[src/rtl/fecha_bcd_editor_pkg.sv]
// Shared types, BCD constants and calendar helpers for the BCD date editor.
// Optional macro DATE_LEAP_EN: February gets 29 days in years divisible by 4.
package fecha_pkg;

  typedef enum logic [1:0] {
    FIELD_DAY   = 2'd0,
    FIELD_MONTH = 2'd1,
    FIELD_YEAR  = 2'd2,
    FIELD_NONE  = 2'd3
  } field_e;

  localparam logic [7:0] BCD_00 = 8'h00;
  localparam logic [7:0] BCD_01 = 8'h01;
  localparam logic [7:0] BCD_12 = 8'h12;
  localparam logic [7:0] BCD_28 = 8'h28;
  localparam logic [7:0] BCD_29 = 8'h29;
  localparam logic [7:0] BCD_30 = 8'h30;
  localparam logic [7:0] BCD_31 = 8'h31;
  localparam logic [7:0] BCD_99 = 8'h99;

`ifdef DATE_LEAP_EN
  localparam bit LEAP_EN = 1'b1;
`else
  localparam bit LEAP_EN = 1'b0;
`endif

  function automatic logic bcd_valid(input logic [7:0] b);
    return (b[7:4] <= 4'd9) && (b[3:0] <= 4'd9);
  endfunction

  // (10*t + u) mod 4 == (2*t[0] + u) mod 4, so only the low bits matter.
  function automatic logic [7:0] bcd_max_day(input logic [7:0] month, input logic [7:0] year);
    logic [1:0] m4;
    m4 = year[1:0] + {year[4], 1'b0};
    case (month)
      8'h02:                      return (LEAP_EN && (m4 == 2'b00)) ? BCD_29 : BCD_28;
      8'h04, 8'h06, 8'h09, 8'h11: return BCD_30;
      default:                    return BCD_31;
    endcase
  endfunction

endpackage

[src/rtl/fecha_bcd_editor_if.sv]
// Control/data bundle between the button/RTC front-end and the BCD date editor.
interface fecha_bcd_editor_if;
  logic       edit_en;
  logic       btn_up;
  logic       btn_dn;
  logic [1:0] field_sel;
  logic       day_tick;
  logic       load;
  logic [7:0] day_in;
  logic [7:0] month_in;
  logic [7:0] year_in;
  logic [7:0] day_out;
  logic [7:0] month_out;
  logic [7:0] year_out;
  logic       century_p;
  logic       load_err;

  modport master (
    output edit_en, btn_up, btn_dn, field_sel, day_tick, load, day_in, month_in, year_in,
    input  day_out, month_out, year_out, century_p, load_err
  );

  modport slave (
    input  edit_en, btn_up, btn_dn, field_sel, day_tick, load, day_in, month_in, year_in,
    output day_out, month_out, year_out, century_p, load_err
  );
endinterface

[src/rtl/fecha_bcd_editor_bcd_step.sv]
// Two-digit BCD increment/decrement with wrap between lo and hi limits.
module bcd_step (
  input  logic [7:0] val,
  input  logic [7:0] lo,
  input  logic [7:0] hi,
  input  logic       up,
  output logic [7:0] nxt,
  output logic       wrap
);
  always_comb begin
    nxt  = val;
    wrap = 1'b0;
    if (up) begin
      if (val >= hi) begin
        nxt  = lo;
        wrap = 1'b1;
      end else if (val[3:0] == 4'd9) begin
        nxt = {val[7:4] + 4'd1, 4'd0};
      end else begin
        nxt = {val[7:4], val[3:0] + 4'd1};
      end
    end else begin
      if (val <= lo) begin
        nxt  = hi;
        wrap = 1'b1;
      end else if (val[3:0] == 4'd0) begin
        nxt = {val[7:4] - 4'd1, 4'd9};
      end else begin
        nxt = {val[7:4], val[3:0] - 4'd1};
      end
    end
  end
endmodule

[src/rtl/fecha_bcd_editor.sv]
// BCD calendar date register: run-mode load/day advance, edit-mode button stepping with auto-repeat.
// Optional macro DATE_LEAP_EN (via fecha_pkg) enables 29-02 in years divisible by 4.
module fecha_bcd_editor
  import fecha_pkg::*;
#(
  parameter int         REPEAT_DLY = 50_000_000,
  parameter int         REPEAT_PER = 10_000_000,
  parameter logic [7:0] RST_DAY    = 8'h01,
  parameter logic [7:0] RST_MONTH  = 8'h01,
  parameter logic [7:0] RST_YEAR   = 8'h00
) (
  input logic               clk,
  input logic               reset,
  fecha_bcd_editor_if.slave bus
);
  localparam int REP_MAX = (REPEAT_DLY > REPEAT_PER) ? REPEAT_DLY : REPEAT_PER;
  localparam int CNT_W   = $clog2(REP_MAX) + 1;
  localparam logic [CNT_W-1:0] DLY_M1 = CNT_W'(REPEAT_DLY - 1);
  localparam logic [CNT_W-1:0] PER_M1 = CNT_W'(REPEAT_PER - 1);

  logic [7:0] day_reg, month_reg, year_reg, day_next, month_next, year_next;
  logic       cent_reg, err_reg, cent_next, err_next;
  logic       flag_up_reg, flag_dn_reg, rep_up_reg, rep_dn_reg, edit_d_reg;
  logic       flag_up_next, flag_dn_next, rep_up_next, rep_dn_next;
  logic [CNT_W-1:0] cnt_reg, cnt_next;

  field_e     fsel;
  logic       edit_active, any_hi, hold_fire, up_evt, dn_evt, clash, do_step, step_up, load_ok;
  logic [7:0] max_cur, max_m, max_y;
  logic [7:0] cur_v [3];
  logic [7:0] lo_v  [3];
  logic [7:0] hi_v  [3];
  logic [7:0] nxt_v [3];
  logic [2:0] wrap_v;

  assign fsel        = field_e'(bus.field_sel);
  assign edit_active = bus.edit_en & edit_d_reg;
  assign max_cur     = bcd_max_day(month_reg, year_reg);

  // Day, month and year steppers share one direction: up for ticks, button direction when editing.
  assign cur_v = '{day_reg, month_reg, year_reg};
  assign lo_v  = '{BCD_01, BCD_01, BCD_00};
  assign hi_v  = '{max_cur, BCD_12, BCD_99};
  for (genvar gi = 0; gi < 3; gi++) begin : g_step
    bcd_step u_step (
      .val  (cur_v[gi]),
      .lo   (lo_v[gi]),
      .hi   (hi_v[gi]),
      .up   (step_up),
      .nxt  (nxt_v[gi]),
      .wrap (wrap_v[gi])
    );
  end

  assign max_m = bcd_max_day(nxt_v[1], year_reg);
  assign max_y = bcd_max_day(month_reg, nxt_v[2]);

  assign load_ok = bcd_valid(bus.day_in) && bcd_valid(bus.month_in) && bcd_valid(bus.year_in)
                && (bus.month_in >= BCD_01) && (bus.month_in <= BCD_12)
                && (bus.day_in >= BCD_01) && (bus.day_in <= bcd_max_day(bus.month_in, bus.year_in));

  // Shared repeat timer: first limit is the initial delay, then the repeat period.
  assign any_hi    = bus.btn_up | bus.btn_dn;
  assign hold_fire = any_hi && (cnt_reg == ((rep_up_reg | rep_dn_reg) ? PER_M1 : DLY_M1));
  assign up_evt    = (flag_up_reg & ~bus.btn_up & ~rep_up_reg) | (bus.btn_up & hold_fire);
  assign dn_evt    = (flag_dn_reg & ~bus.btn_dn & ~rep_dn_reg) | (bus.btn_dn & hold_fire);
  assign clash     = (up_evt & dn_evt) | (flag_up_reg & ~bus.btn_up & flag_dn_reg & ~bus.btn_dn);
  assign do_step   = edit_active & (up_evt | dn_evt) & ~clash;
  assign step_up   = bus.edit_en ? up_evt : 1'b1;

  always_comb begin
    flag_up_next = 1'b0;
    flag_dn_next = 1'b0;
    rep_up_next  = 1'b0;
    rep_dn_next  = 1'b0;
    cnt_next     = '0;
    if (edit_active) begin
      flag_up_next = bus.btn_up & ~clash;
      flag_dn_next = bus.btn_dn & ~clash;
      rep_up_next  = bus.btn_up & (rep_up_reg | hold_fire);
      rep_dn_next  = bus.btn_dn & (rep_dn_reg | hold_fire);
      cnt_next     = (any_hi && !hold_fire) ? cnt_reg + 1'b1 : '0;
    end
  end

  always_comb begin
    day_next   = day_reg;
    month_next = month_reg;
    year_next  = year_reg;
    cent_next  = 1'b0;
    err_next   = 1'b0;
    if (!bus.edit_en) begin
      if (bus.load) begin
        if (load_ok) begin
          day_next   = bus.day_in;
          month_next = bus.month_in;
          year_next  = bus.year_in;
        end else begin
          err_next = 1'b1;
        end
      end else if (bus.day_tick) begin
        day_next = nxt_v[0];
        if (wrap_v[0]) begin
          month_next = nxt_v[1];
          if (wrap_v[1]) begin
            year_next = nxt_v[2];
            cent_next = wrap_v[2];
          end
        end
      end
    end else if (do_step) begin
      case (fsel)
        FIELD_DAY:   day_next = nxt_v[0];
        FIELD_MONTH: begin
          month_next = nxt_v[1];
          if (day_reg > max_m) day_next = max_m;
        end
        FIELD_YEAR:  begin
          year_next = nxt_v[2];
          if (day_reg > max_y) day_next = max_y;
        end
        default:     ;
      endcase
    end
  end

  always_ff @(posedge clk or negedge reset) begin
    if (!reset) begin
      day_reg     <= RST_DAY;
      month_reg   <= RST_MONTH;
      year_reg    <= RST_YEAR;
      cent_reg    <= 1'b0;
      err_reg     <= 1'b0;
      flag_up_reg <= 1'b0;
      flag_dn_reg <= 1'b0;
      rep_up_reg  <= 1'b0;
      rep_dn_reg  <= 1'b0;
      edit_d_reg  <= 1'b0;
      cnt_reg     <= '0;
    end else begin
      day_reg     <= day_next;
      month_reg   <= month_next;
      year_reg    <= year_next;
      cent_reg    <= cent_next;
      err_reg     <= err_next;
      flag_up_reg <= flag_up_next;
      flag_dn_reg <= flag_dn_next;
      rep_up_reg  <= rep_up_next;
      rep_dn_reg  <= rep_dn_next;
      edit_d_reg  <= bus.edit_en;
      cnt_reg     <= cnt_next;
    end
  end

  assign bus.day_out   = day_reg;
  assign bus.month_out = month_reg;
  assign bus.year_out  = year_reg;
  assign bus.century_p = cent_reg;
  assign bus.load_err  = err_reg;
endmodule

[src/flat_wrapper.sv]
// flat-port wrapper written by rule: the top's interface ports become plain ports
module fecha_bcd_editor_flat import fecha_pkg::*;
#(
  parameter int         REPEAT_DLY = 50_000_000,
  parameter int         REPEAT_PER = 10_000_000,
  parameter logic [7:0] RST_DAY    = 8'h01,
  parameter logic [7:0] RST_MONTH  = 8'h01,
  parameter logic [7:0] RST_YEAR   = 8'h00
)
  (clk, reset, bus_edit_en, bus_btn_up, bus_btn_dn, bus_field_sel, bus_day_tick, bus_load, bus_day_in, bus_month_in, bus_year_in, bus_day_out, bus_month_out, bus_year_out, bus_century_p, bus_load_err);
  fecha_bcd_editor_if bus_i ();
  input logic clk;
  input logic reset;
  input wire logic [$bits(bus_i.edit_en)-1:0] bus_edit_en;
  input wire logic [$bits(bus_i.btn_up)-1:0] bus_btn_up;
  input wire logic [$bits(bus_i.btn_dn)-1:0] bus_btn_dn;
  input wire logic [$bits(bus_i.field_sel)-1:0] bus_field_sel;
  input wire logic [$bits(bus_i.day_tick)-1:0] bus_day_tick;
  input wire logic [$bits(bus_i.load)-1:0] bus_load;
  input wire logic [$bits(bus_i.day_in)-1:0] bus_day_in;
  input wire logic [$bits(bus_i.month_in)-1:0] bus_month_in;
  input wire logic [$bits(bus_i.year_in)-1:0] bus_year_in;
  output wire logic [$bits(bus_i.day_out)-1:0] bus_day_out;
  output wire logic [$bits(bus_i.month_out)-1:0] bus_month_out;
  output wire logic [$bits(bus_i.year_out)-1:0] bus_year_out;
  output wire logic [$bits(bus_i.century_p)-1:0] bus_century_p;
  output wire logic [$bits(bus_i.load_err)-1:0] bus_load_err;
  assign bus_i.edit_en = bus_edit_en;
  assign bus_i.btn_up = bus_btn_up;
  assign bus_i.btn_dn = bus_btn_dn;
  assign bus_i.field_sel = bus_field_sel;
  assign bus_i.day_tick = bus_day_tick;
  assign bus_i.load = bus_load;
  assign bus_i.day_in = bus_day_in;
  assign bus_i.month_in = bus_month_in;
  assign bus_i.year_in = bus_year_in;
  assign bus_day_out = bus_i.day_out;
  assign bus_month_out = bus_i.month_out;
  assign bus_year_out = bus_i.year_out;
  assign bus_century_p = bus_i.century_p;
  assign bus_load_err = bus_i.load_err;
  fecha_bcd_editor #(.REPEAT_DLY(REPEAT_DLY), .REPEAT_PER(REPEAT_PER), .RST_DAY(RST_DAY), .RST_MONTH(RST_MONTH), .RST_YEAR(RST_YEAR)) u_core (.clk(clk), .reset(reset), .bus(bus_i));
endmodule
[config.mk]
export PLATFORM = sky130hd
export DESIGN_NAME = fecha_bcd_editor_flat
export DESIGN_NICKNAME = d
export VERILOG_FILES = /design/src/rtl/fecha_bcd_editor_pkg.sv /design/src/rtl/fecha_bcd_editor_if.sv /design/src/rtl/fecha_bcd_editor_bcd_step.sv /design/src/rtl/fecha_bcd_editor.sv /design/src/flat_wrapper.sv
export SDC_FILE = /design/constraint.sdc
export NUM_CORES = 1
export LEC_CHECK = 0
export CAP_MARGIN = 0
export CORE_ASPECT_RATIO = 1.4
export CORE_MARGIN = 1.5
export CORE_UTILIZATION = 25
export DETAILED_ROUTE_END_ITERATION = 7
export RECOVER_POWER = 100
export SYNTH_ARGS = -nofsm -noshare
export SYNTH_HDL_FRONTEND = slang
export SYNTH_SLANG_ARGS = --single-unit
[constraint.sdc]
create_clock -name clk -period 15.11 [get_ports clk]
set_clock_uncertainty 0.15 [all_clocks]
set_input_delay 1.511 -clock clk [delete_from_list [all_inputs] [get_ports clk]]
set_output_delay 1.511 -clock clk [all_outputs]
set_load 0.01 [all_outputs]
== Word-level counts from Yosys, hierarchy flattened ==
Cells that the tools add are included.
W data, S select, Z words.

* Output and inout port bits: 26
* Bits in registers: 58
* Input bits: 33
* Word-level logic and storage cells: 190

* Magnitude comparators: 18
* Muxes and demuxes: 66
* Eq/ne operators: 28
* Bitwise operators: 29
* $add $sub $neg: 13
* Reduce and logical (&&, ||, !) cells: 25

{| class="wikitable"
|+ Operators by type and width
! operator !! number
|-
| $mux W8 || 37
|-
| $mux W27 || 2
|-
| $eq A8 B3 Y1 const B || 6
|-
| $pmux W5 S2 || 3
|-
| $add A27 B1 Y27 const B || 1
|-
| $eq A27 B27 Y1 || 1
|-
| $mux W26 || 1
|-
| $add A4 B1 Y4 const B || 6
|-
| $eq A8 B2 Y1 const B || 3
|-
| $eq A8 B4 Y1 const B || 3
|-
| $eq A8 B5 Y1 const B || 3
|-
| $le A4 B4 Y1 const B || 6
|-
| $le A8 B1 Y1 const B || 3
|-
| $pmux W8 S3 || 1
|-
| $sub A4 B1 Y4 const B || 6
|-
| $mux W1 || 22
|-
| $and A1 B1 Y1 || 16
|-
| $ge A8 B1 Y1 const B || 2
|-
| $gt A8 B6 Y1 || 2
|-
| $eq A4 B4 Y1 const B || 3
|-
| $logic_not A4 Y1 || 3
|-
| $reduce_and A6 Y1 || 2
|-
| $reduce_or A4 Y1 || 3
|-
| $logic_and A1 B1 Y1 || 11
|-
| 16 further kinds || 33
|}

== Logic depth before layout (Yosys ltp) ==
Gate-level depths: netlist of the first run.

* Depth after elaboration: 16
* Depth in mapped cells: 23

== Cells and area by module ==
A second synthesis of the first run with hierarchy kept.

* Cell total of the unflattened synthesis: 797
* Area total of the unflattened synthesis: 6789.0 um^2

{| class="wikitable"
|+ Modules (own cells, without submodules)
! module !! seq. area each (um^2) !! instances !! area each (um^2) !! cells an instance
|-
| fecha_bcd_editor || 1453.9 || 1 || 3677.3 || 392
|-
| bcd_step || 0.0 || 3 || 1037.2 || 135
|}

== Worst setup path before layout of the first run ==
No wires, ideal clock.

* Kind: in2reg
* Start point: input port bus_btn_up
* End point: register u_core.day_reg[4], in the netlist u_core.bus.day_out[4]
* Data required time: 14.817 ns
* Buffers on the path: 1
* Setup time: 0.143 ns
* Path slack: 9.738 ns
* Data arrival time: 5.079 ns
* Stages: 18
* Cells stage by stage: inv_1 > a2111oi_4 > nor2_2 > a32o_1 > a222oi_1 > nand4b_1 > o21ai_1 > inv_1 > ha_1 > or3b_2 > a21o_1 > a21oi_1 > o21ai_0 > a21boi_0 > o21ai_0 > nand2_1 > clkbuf_1 > o221ai_1

* Cells in the longest elaborated chain, start to end: 13
* Elaborated cells between the ends (all ways): 37

{| class="wikitable"
|+ RTL lines
! element !! line !! text
|-
| start: declaration || flat_wrapper.sv:15 || <nowiki>input wire logic [$bits(bus_i.btn_up)-1:0] bus_btn_up;</nowiki>
|-
| branches (longest 13 deep; another with $gt A8 B6 Y1) || n/a ||
|-
| end signal: assignment || fecha_bcd_editor.sv:141 || <nowiki>day_reg <= day_next;</nowiki>
|-
| end: declaration || fecha_bcd_editor.sv:21 || <nowiki>logic [7:0] day_reg, month_reg, year_reg, day_next, month_next, year_next;</nowiki>
|}

Parallel ways; which one is timed is not known. The select of a mux whose other input is x is not followed.
A chain may end at the register's enable or synchronous reset.

== Worst setup path after layout of the first run ==
* Start point: input port bus_btn_up
* End point: register u_core.day_reg[6], in the netlist u_core.bus.day_out[6]

* Cells in the longest elaborated chain, start to end: 12
* Elaborated cells between the ends (all ways): 36

{| class="wikitable"
|+ RTL lines
! element !! line !! text
|-
| $or A1 B1 Y1 or $not A1 Y1 (tied branches) || fecha_bcd_editor.sv:63, fecha_bcd_editor.sv:65, fecha_bcd_editor.sv:67 ||
|-
| $logic_and A1 B1 Y1 or $and A1 B1 Y1 (tied branches) || fecha_bcd_editor.sv:64, fecha_bcd_editor.sv:65, fecha_bcd_editor.sv:67 ||
|-
| $and A1 B1 Y1 || fecha_bcd_editor.sv:65 || <nowiki>assign up_evt = (flag_up_reg & ~bus.btn_up & ~rep_up_reg) | (bus.btn_up & hold_fire);</nowiki>
|-
| $or A1 B1 Y1 || fecha_bcd_editor.sv:65 ||
|-
| $mux W1 || fecha_bcd_editor.sv:69 || <nowiki>assign step_up = bus.edit_en ? up_evt : 1'b1;</nowiki>
|-
| $mux W8 || fecha_bcd_editor_bcd_step.sv:13 || <nowiki>if (up) begin</nowiki>
|-
| $eq A8 B3 Y1 (tied with other cells) || fecha_bcd_editor_pkg.sv:35 || <nowiki>case (month)</nowiki>
|-
| $reduce_or A4 Y1 || fecha_bcd_editor_pkg.sv:35 ||
|-
| $pmux W5 S2 || fecha_bcd_editor_pkg.sv:35 ||
|-
| $gt A8 B6 Y1 || fecha_bcd_editor.sv:116 || <nowiki>if (day_reg > max_m) day_next = max_m;</nowiki>
|-
| $ne A3 B2 Y1 (no line) || n/a ||
|-
| $reduce_and A6 Y1 (no line) || n/a ||
|}

Several ways; a longest one is shown, not always the timed one. The select of a mux whose other input is x is not followed.

==> summary.md, run 1 <==
| Metric | Value |
|---|---|
| Status | complete, but fails checks |
| Failing checks | max-capacitance violations, max-slew violations |
| Synth area leader | dfrtp_1 |
| Post-Layout Cell Count | ~900 |
| Max_cap viols | 2 |
| Final period util | 0.495 |
| HP Class | flop to flop |
| Fillers | ~2000 |
| Minimum clock period | approximately 7500 ps |
| Leading cell type by number of instances after synthesis | nor2_1 |
| Synth-to-layout area growth | 22.1% |
| IO Port Bufs | 58 |
| Chip Height | 167 um |
| Post-route DRC | 0 |
| Clock Tree Root | clkbuf_16 |
| Setup repair bufs after CTS | 0 |
| Async S/R FF share, synth | 1.00 |
| Post-Syn Area | ~0.0048 mm^2 |
| Fin Setup TNS | 0 ps |
| First-pass GRT wire length | 24000 um |
| Gpl congestion | a little under 0.9 |
| Tot GR Track Use | 0.150 |
| Count of TritonRoute iterations in the first routing pass | 5 |
| CTS tree | done |
| CTS Buf Count | 9 |
| Vias in the first global route | 4636 |
| Post-CTS sizing | 0 |
| Measured slew at the worst slew-check pin | roughly 3300 ps |
| Final nets | roughly 720 |
| FF/Latch Area | ~0.0015 mm^2 |
| Worst R2R Start | u_core.cnt_reg[10]$_DFF_PN0_ |
| Worst setup margin | 7630 ps |
| CP max-delay cell | a2111oi_0 |
| Slew Viols, Final | 67 |
| Post-synth cell types | 71 |
| Max VDD drop | about 0.000063 V |
| Synth cell count leaders | nor2_1 (92), dfrtp_1 (56), nand2_1 (56), o21ai_0 (39), a21oi_1 (38) |
| Routed Antenna Nets | 0 |
| Register-to-Register Path Depth | 19 |
| Number of flip-flops in the largest register | 27 |
| Die Wd | roughly 120 um |
| Dpl cells | a little under 900 |
| GRT Residual Overflow | 0 |
| Routed len/inst | 16.0 um |
| Cell area power density | between 150 and 200 mW/mm^2 |
| Number of synthesized flops with an enable pin | 0 |
| Rows | 59 |
| Final Routed Wirelength | about 14000 um |
| Leakage power | 2.36 nW |
| Hold Buf Count CTS | 0 |
| CP Launch Point | bus_btn_up |
| Max Fanout on Critical Path | 13 |
| Yosys top cell area share | 0.292 |
| CP Class | input pin to flop |
| Final Util | 0.314 |
| Max Root-Sink Buffers | 2 |
| Core area | about 0.019 mm^2 |
| Layout cells sized above 1 | 0.0544 |
| Hold-critical path depth | 1 |
| Clk sinks | 58 |
| Skew-Pair Late Insertion Delay | 340 ps |
| Worst EP arrival | ~7600 ps |
| DR vias | ~4800 |
| Max_slew headroom | -1.17 |
| Worst R2R Setup Slack | around 8400 ps |
| Area of the multi-input gates | 0.00310 mm^2 |
| Post-synthesis sequential area ratio | 0.303 |
| CP Capture Type | flop |
| Hold Slack | between 300 and 400 ps |
| Critical Path RT | ~15000 ps |
| CP most frequent cell | o21ai_0 |
| RSZ-0062 raised after global routing | no |
| Reg2reg end | u_core.bus.day_out[6]$_DFFE_PN0P_ |
| DRT iter0 DRCs | about 350 |
| CP top delay family | compound AO/OA/AOI/OAI gates |
| Buf+Inv Stages, Crit Path | 3 |
| Number of I/O pins | 59 |
| Htree depth | 3 |
| Yosys warning count | 0 |
| Post-Synthesis Cells | 612 |
| Pre-CTS setup slack | between 8000 and 9000 ps |
| Hold_sp | u_core.cnt_reg[0]$_DFF_PN0_ |
| Initial Util | 0.257 |
| Synth area leaders | dfrtp_1 (29%), nor2_1 (7.2%), ha_1 (6.8%) |
| CP startpoint kind | input pin |
| Final hold violations | 0 |
| Ys flop type | dfrtp_1 |
| #FFs+latches synth | 58 |
| Die Area | approximately 0.020 mm^2 |
| WHS Endpoint | u_core.cnt_reg[0]$_DFF_PN0_ |
| Ant. Diodes | 0 |
| Post-Syn Nets | 671 |
| Via-per-instance ratio | 5.28 |
| CP Cell Sequence | dlygate4sd3_1, inv_1, a2111oi_0, nor2_2, a32o_1, a222oi_1, nand2_1, o21ai_0, inv_1, ha_1, or3b_2, a21o_1, a21oi_1, o21ai_0, a21boi_0, o21ai_0, nand2_1, a2111oi_0, a21o_1 |
| CP peak stage delay | between 1000 and 1500 ps |
| Peak Freq | 134 MHz |
| Clock transition at path regs | approximately 50 ps |
| Largest net degree at the start of global routing | 59 |
| Post-DP HPWL | ~11000 um |
| Avg Inst Size Synth | 7.84 um^2 |
| Initial antenna violation count | 0 |
| # setup viols final | 0 |
## cells by family after synthesis
family	synth area share
AO/OA/AOI/OAI	0.250
flip-flops	0.303
multiplexers	0.0172
AND/OR/NAND/NOR	0.262
adder cells (fa/ha/maj)	0.0678
XOR/XNOR	0.0530
buffers and inverters	0.0470
## worst max path at each step
stage	end	slack, ps	depth (start not counted)
5_1_grt	u_core.bus.day_out[6]$_DFFE_PN0P_	6790	19
3_5_place_dp	u_core.bus.day_out[6]$_DFFE_PN0P_	8540	19
4_1_cts	u_core.bus.day_out[6]$_DFFE_PN0P_	8850	19
2_1_floorplan	u_core.bus.day_out[4]$_DFFE_PN0P_	9740	18
3_3_place_gp	u_core.bus.day_out[3]$_DFFE_PN0P_	8650	18
6_report	u_core.bus.day_out[6]$_DFFE_PN0P_	7630	19
## stage by stage
stage               power (W)  instance area (um^2)
floorplan            0.000551                  4800
global placement     0.000719                  5600
detailed placement   0.000717                  5600
CTS                  0.000914                  5880
global route         0.000970                  5860
finish               0.000901                  5860
## power breakdown
group | switching (W) | internal, W | total [W]
registers | 0.0000786 | 0.000184 | 0.000262
clock network | 0.0000782 | 0.000115 | 0.000193
logic | 0.000248 | 0.000197 | 0.000445
total | 0.000405 | 0.000496 | 0.000901
## cell usage in the layout, fill, tap and decap left out, drive strengths merged, types with 11 or more instances in the layout
cell            n
dlygate4sd3    28
dfrtp          56
and3           12
a211oi         15
nand3          20
nor3           15
ha             26
a21o           11
clkdlybuf4s50  29
xor2           15
xnor2          14
nor2           93
nand4          11
inv            31
a21oi          38
clkbuf         11
nand2          56
o21ai          42
## cell type report
type / count / area share
clock buffers: 10 / 0.0408
flip-flops and latches: 58 / 0.248
repair buffers: 62 / 0.103
well taps: 244 / 0.0521
clock inverters: 6 / 0.00726
inverters: 31 / 0.0199
multi-input cells: 495 / 0.529
## routing by layer
| metal | vias up | global-route usage | share of wire |
|---|---|---|---|
| li1 | 2326 | - | - |
| met1 | 2264 | 0.186 | 0.43 |
| met2 | 161 | 0.249 | 0.48 |
| met3 | 32 | 0.0264 | 0.058 |
| met4 | 0 | 0.0699 | 0.030 |
| met5 | - | 0 | 0 |
Note: power is estimated with default switching activity, not from simulation.
==> run 2: changes to the inputs <==
Clock period 15.11 ns to 7.1 ns, I/O delays scaled along.
==> run 2 against run 1 <==
The flow still finishes with violations (max-capacitance violations, max-slew violations). Sequential share of layout area shrank 0.28 points. Clock power increased to 2.6 times the previous value. Die area did not move. Largest cell class unchanged. Largest power group unchanged.
==> summary.md, run 2 (synthesis gave the netlist of run 1 again) <==
| Metric | Value |
|---|---|
| DR vias | 4799 (+0.33%) |
| Die Area | 0.0200 mm^2 (unchanged) |
| Largest net degree at the start of global routing | 59 (unchanged) |
| Final Util | 0.317 (+0.00355) |
| Chip Height | 167 um (unchanged) |
| Worst EP arrival | 5960 ps (-1640 ps) |
| Synth-to-layout area growth | 23.5% |
| Failing checks | max-capacitance violations, max-slew violations |
| Max Fanout on Critical Path | 13 (unchanged) |
| Routed len/inst | 16.2 um (+1.5%) |
| HP Class | flop to flop |
| Minimum clock period | ~5800 ps |
| CTS tree | done |
| Register-to-Register Path Depth | 19 (unchanged) |
| Most frequent cells in the layout | nor2_1 (93), nand2_1 (56), dfrtp_1 (56), o21ai_0 (40), a21oi_1 (38) |
| Reg2reg end | u_core.bus.day_out[6]$_DFFE_PN0P_ |
| Final hold violations | 0 (unchanged) |
| Hold Buf Count CTS | 0 (unchanged) |
| Critical Path Sink | u_core.bus.day_out[6]$_DFFE_PN0P_ |
| Layout cells sized above 1 | 0.0484 (-0.00597) |
| Worst R2R Start | u_core.cnt_reg[10]$_DFF_PN0_ |
| GRT Residual Overflow | 0 (unchanged) |
| Routed Antenna Nets | 0 (unchanged) |
| Post-route DRC | 0 (unchanged) |
| Vias in the first global route | 4572 (-1.4%) |
| Max Root-Sink Buffers | 2 (unchanged) |
| Cell area power density | 340 mW/mm^2 (+120%) |
| CP Capture Type | flop |
| Initial Util | 0.257 (unchanged) |
| Leakage power | 2.39 nW (+1.2%) |
| Measured slew at the worst slew-check pin | 3220 ps (-39.9 ps) |
| RSZ-0062 raised after global routing | no |
| CP Class | flop to flop |
| CTS Buf Count | 9 (unchanged) |
| # setup viols final | 0 (unchanged) |
| Setup repair bufs after CTS | 0 (unchanged) |
| Gpl congestion | 0.859 (-1.7%) |
| Die Wd | 120 um (unchanged) |
| Post-CTS sizing | 0 (unchanged) |
| Max_cap viols | 1 (-1) |
| Skew-Pair Late Insertion Delay | 350 ps (about the same) |
| Final period util | 0.820 |
| Peak Freq | about 170 MHz |
| Number of flip-flops in the largest register | 27 (unchanged) |
| CP Launch Point | u_core.cnt_reg[10]$_DFF_PN0_ |
| Htree depth | 3 (unchanged) |
| IO Port Bufs | 58 (unchanged) |
| Critical Path RT | 7230 ps (-8010 ps) |
| Tot GR Track Use | 0.151 (+0.00107) |
| Count of TritonRoute iterations in the first routing pass | 6 (+1) |
| Max VDD drop | 0.000149 V (+140%) |
| Rows | 59 (unchanged) |
| First-pass GRT wire length | 24000 um (about the same) |
| Final Routed Wirelength | 14700 um (+1.4%) |
| Initial antenna violation count | 0 (unchanged) |
| Number of I/O pins | 59 (unchanged) |
| Post-DP HPWL | 11000 um (+1.2%) |
| Worst R2R Setup Slack | 1280 ps (-7090 ps) |
| Fin Setup TNS | 0 ps (unchanged) |
| Clock Tree Root | clkbuf_16 |
| Final nets | 716 (unchanged) |
| Max_slew headroom | -1.15 (+0.0266) |
| Slew Viols, Final | 59 (-12%) |
| Ant. Diodes | 0 (unchanged) |
| Clock transition at path regs | 50 ps (about the same) |
| DRT iter0 DRCs | 376 (+7.1%) |
| Via-per-instance ratio | 5.30 (+0.45%) |
| CP startpoint kind | flop |
| Clk sinks | 58 (unchanged) |
| Status | complete, but fails checks |
| Core area | 0.0187 mm^2 (unchanged) |
| Most common cell after layout, fill and taps aside | nor2_1 |
## run 2: worst min path at each step
stage | depth (start not counted) | from | end | slack [ps]
after floorplan | 0 | reset | u_core.bus.century_p$_DFF_PN0_ | 260
after global placement | 1 | u_core.cnt_reg[0]$_DFF_PN0_ | u_core.cnt_reg[0]$_DFF_PN0_ | 320
after detailed placement | 1 | u_core.cnt_reg[0]$_DFF_PN0_ | u_core.cnt_reg[0]$_DFF_PN0_ | 330
after CTS | 1 | u_core.cnt_reg[0]$_DFF_PN0_ | u_core.cnt_reg[0]$_DFF_PN0_ | 330
after global routing | 1 | u_core.cnt_reg[0]$_DFF_PN0_ | u_core.cnt_reg[0]$_DFF_PN0_ | 360
final | 1 | u_core.cnt_reg[0]$_DFF_PN0_ | u_core.cnt_reg[0]$_DFF_PN0_ | 330
## run 2: worst max-delay path, stage by stage, from the launching register on
cell	delay (ps)
dfrtp_1	440
nand4bb_1	200
or4_1	570
a2111oi_4	560
nor2_1	250
a32o_1	270
a222oi_1	640
nand2_1	90
o21ai_0	360
inv_1	90
ha_1	180
or3b_2	180
a21o_1	100
a21oi_1	50
o21ai_0	140
a21boi_0	90
o21ai_0	400
nand2_1	380
a2111oi_0	490
a21o_1	120
## run 2: where the power goes
| part | switching [W] | internal [W] | total (W) |
|---|---|---|---|
| Clock | 0.000158 | 0.000349 | 0.000507 |
| Combinational | 0.000529 | 0.000419 | 0.000947 |
| Sequential | 0.000172 | 0.000391 | 0.000562 |
| Total | 0.000858 | 0.00116 | 0.00202 |
## run 2: routing by layer
| metal | GRT usage | part of all wire | vias to the layer above |
|---|---|---|---|
| li1 | - | - | 2329 |
| met1 | 0.179 | 0.42 | 2284 |
| met2 | 0.254 | 0.49 | 151 |
| met3 | 0.0421 | 0.057 | 35 |
| met4 | 0.0590 | 0.031 | 0 |
| met5 | 0 | 0 | - |
## run 2: per-stage QoR
stage / power (W) / setup slack [ps] / hold slack, ps / std cells / instance area (um^2)
floorplan: 0.00117 / 2180 / 264 / 612 / 4800
global placement: 0.00154 / 1410 / 321 / 890 / 5600
detailed placement: 0.00154 / 1240 / 327 / 890 / 5600
CTS: 0.00206 / 1450 / 334 / 905 / 5940
global route: 0.00217 / 981 / 361 / 905 / 5920
finish: 0.00202 / 1280 / 331 / 905 / 5920
## run 2: cell type report
cell class              count  area, um^2
clock buffers              10         239
clock inverters             5         103
fillers                  1996       12800
inverters                  31         116
multi-input cells         495        3100
flip-flops and latches     58        1450
well taps                 244         305
repair buffers             62         602
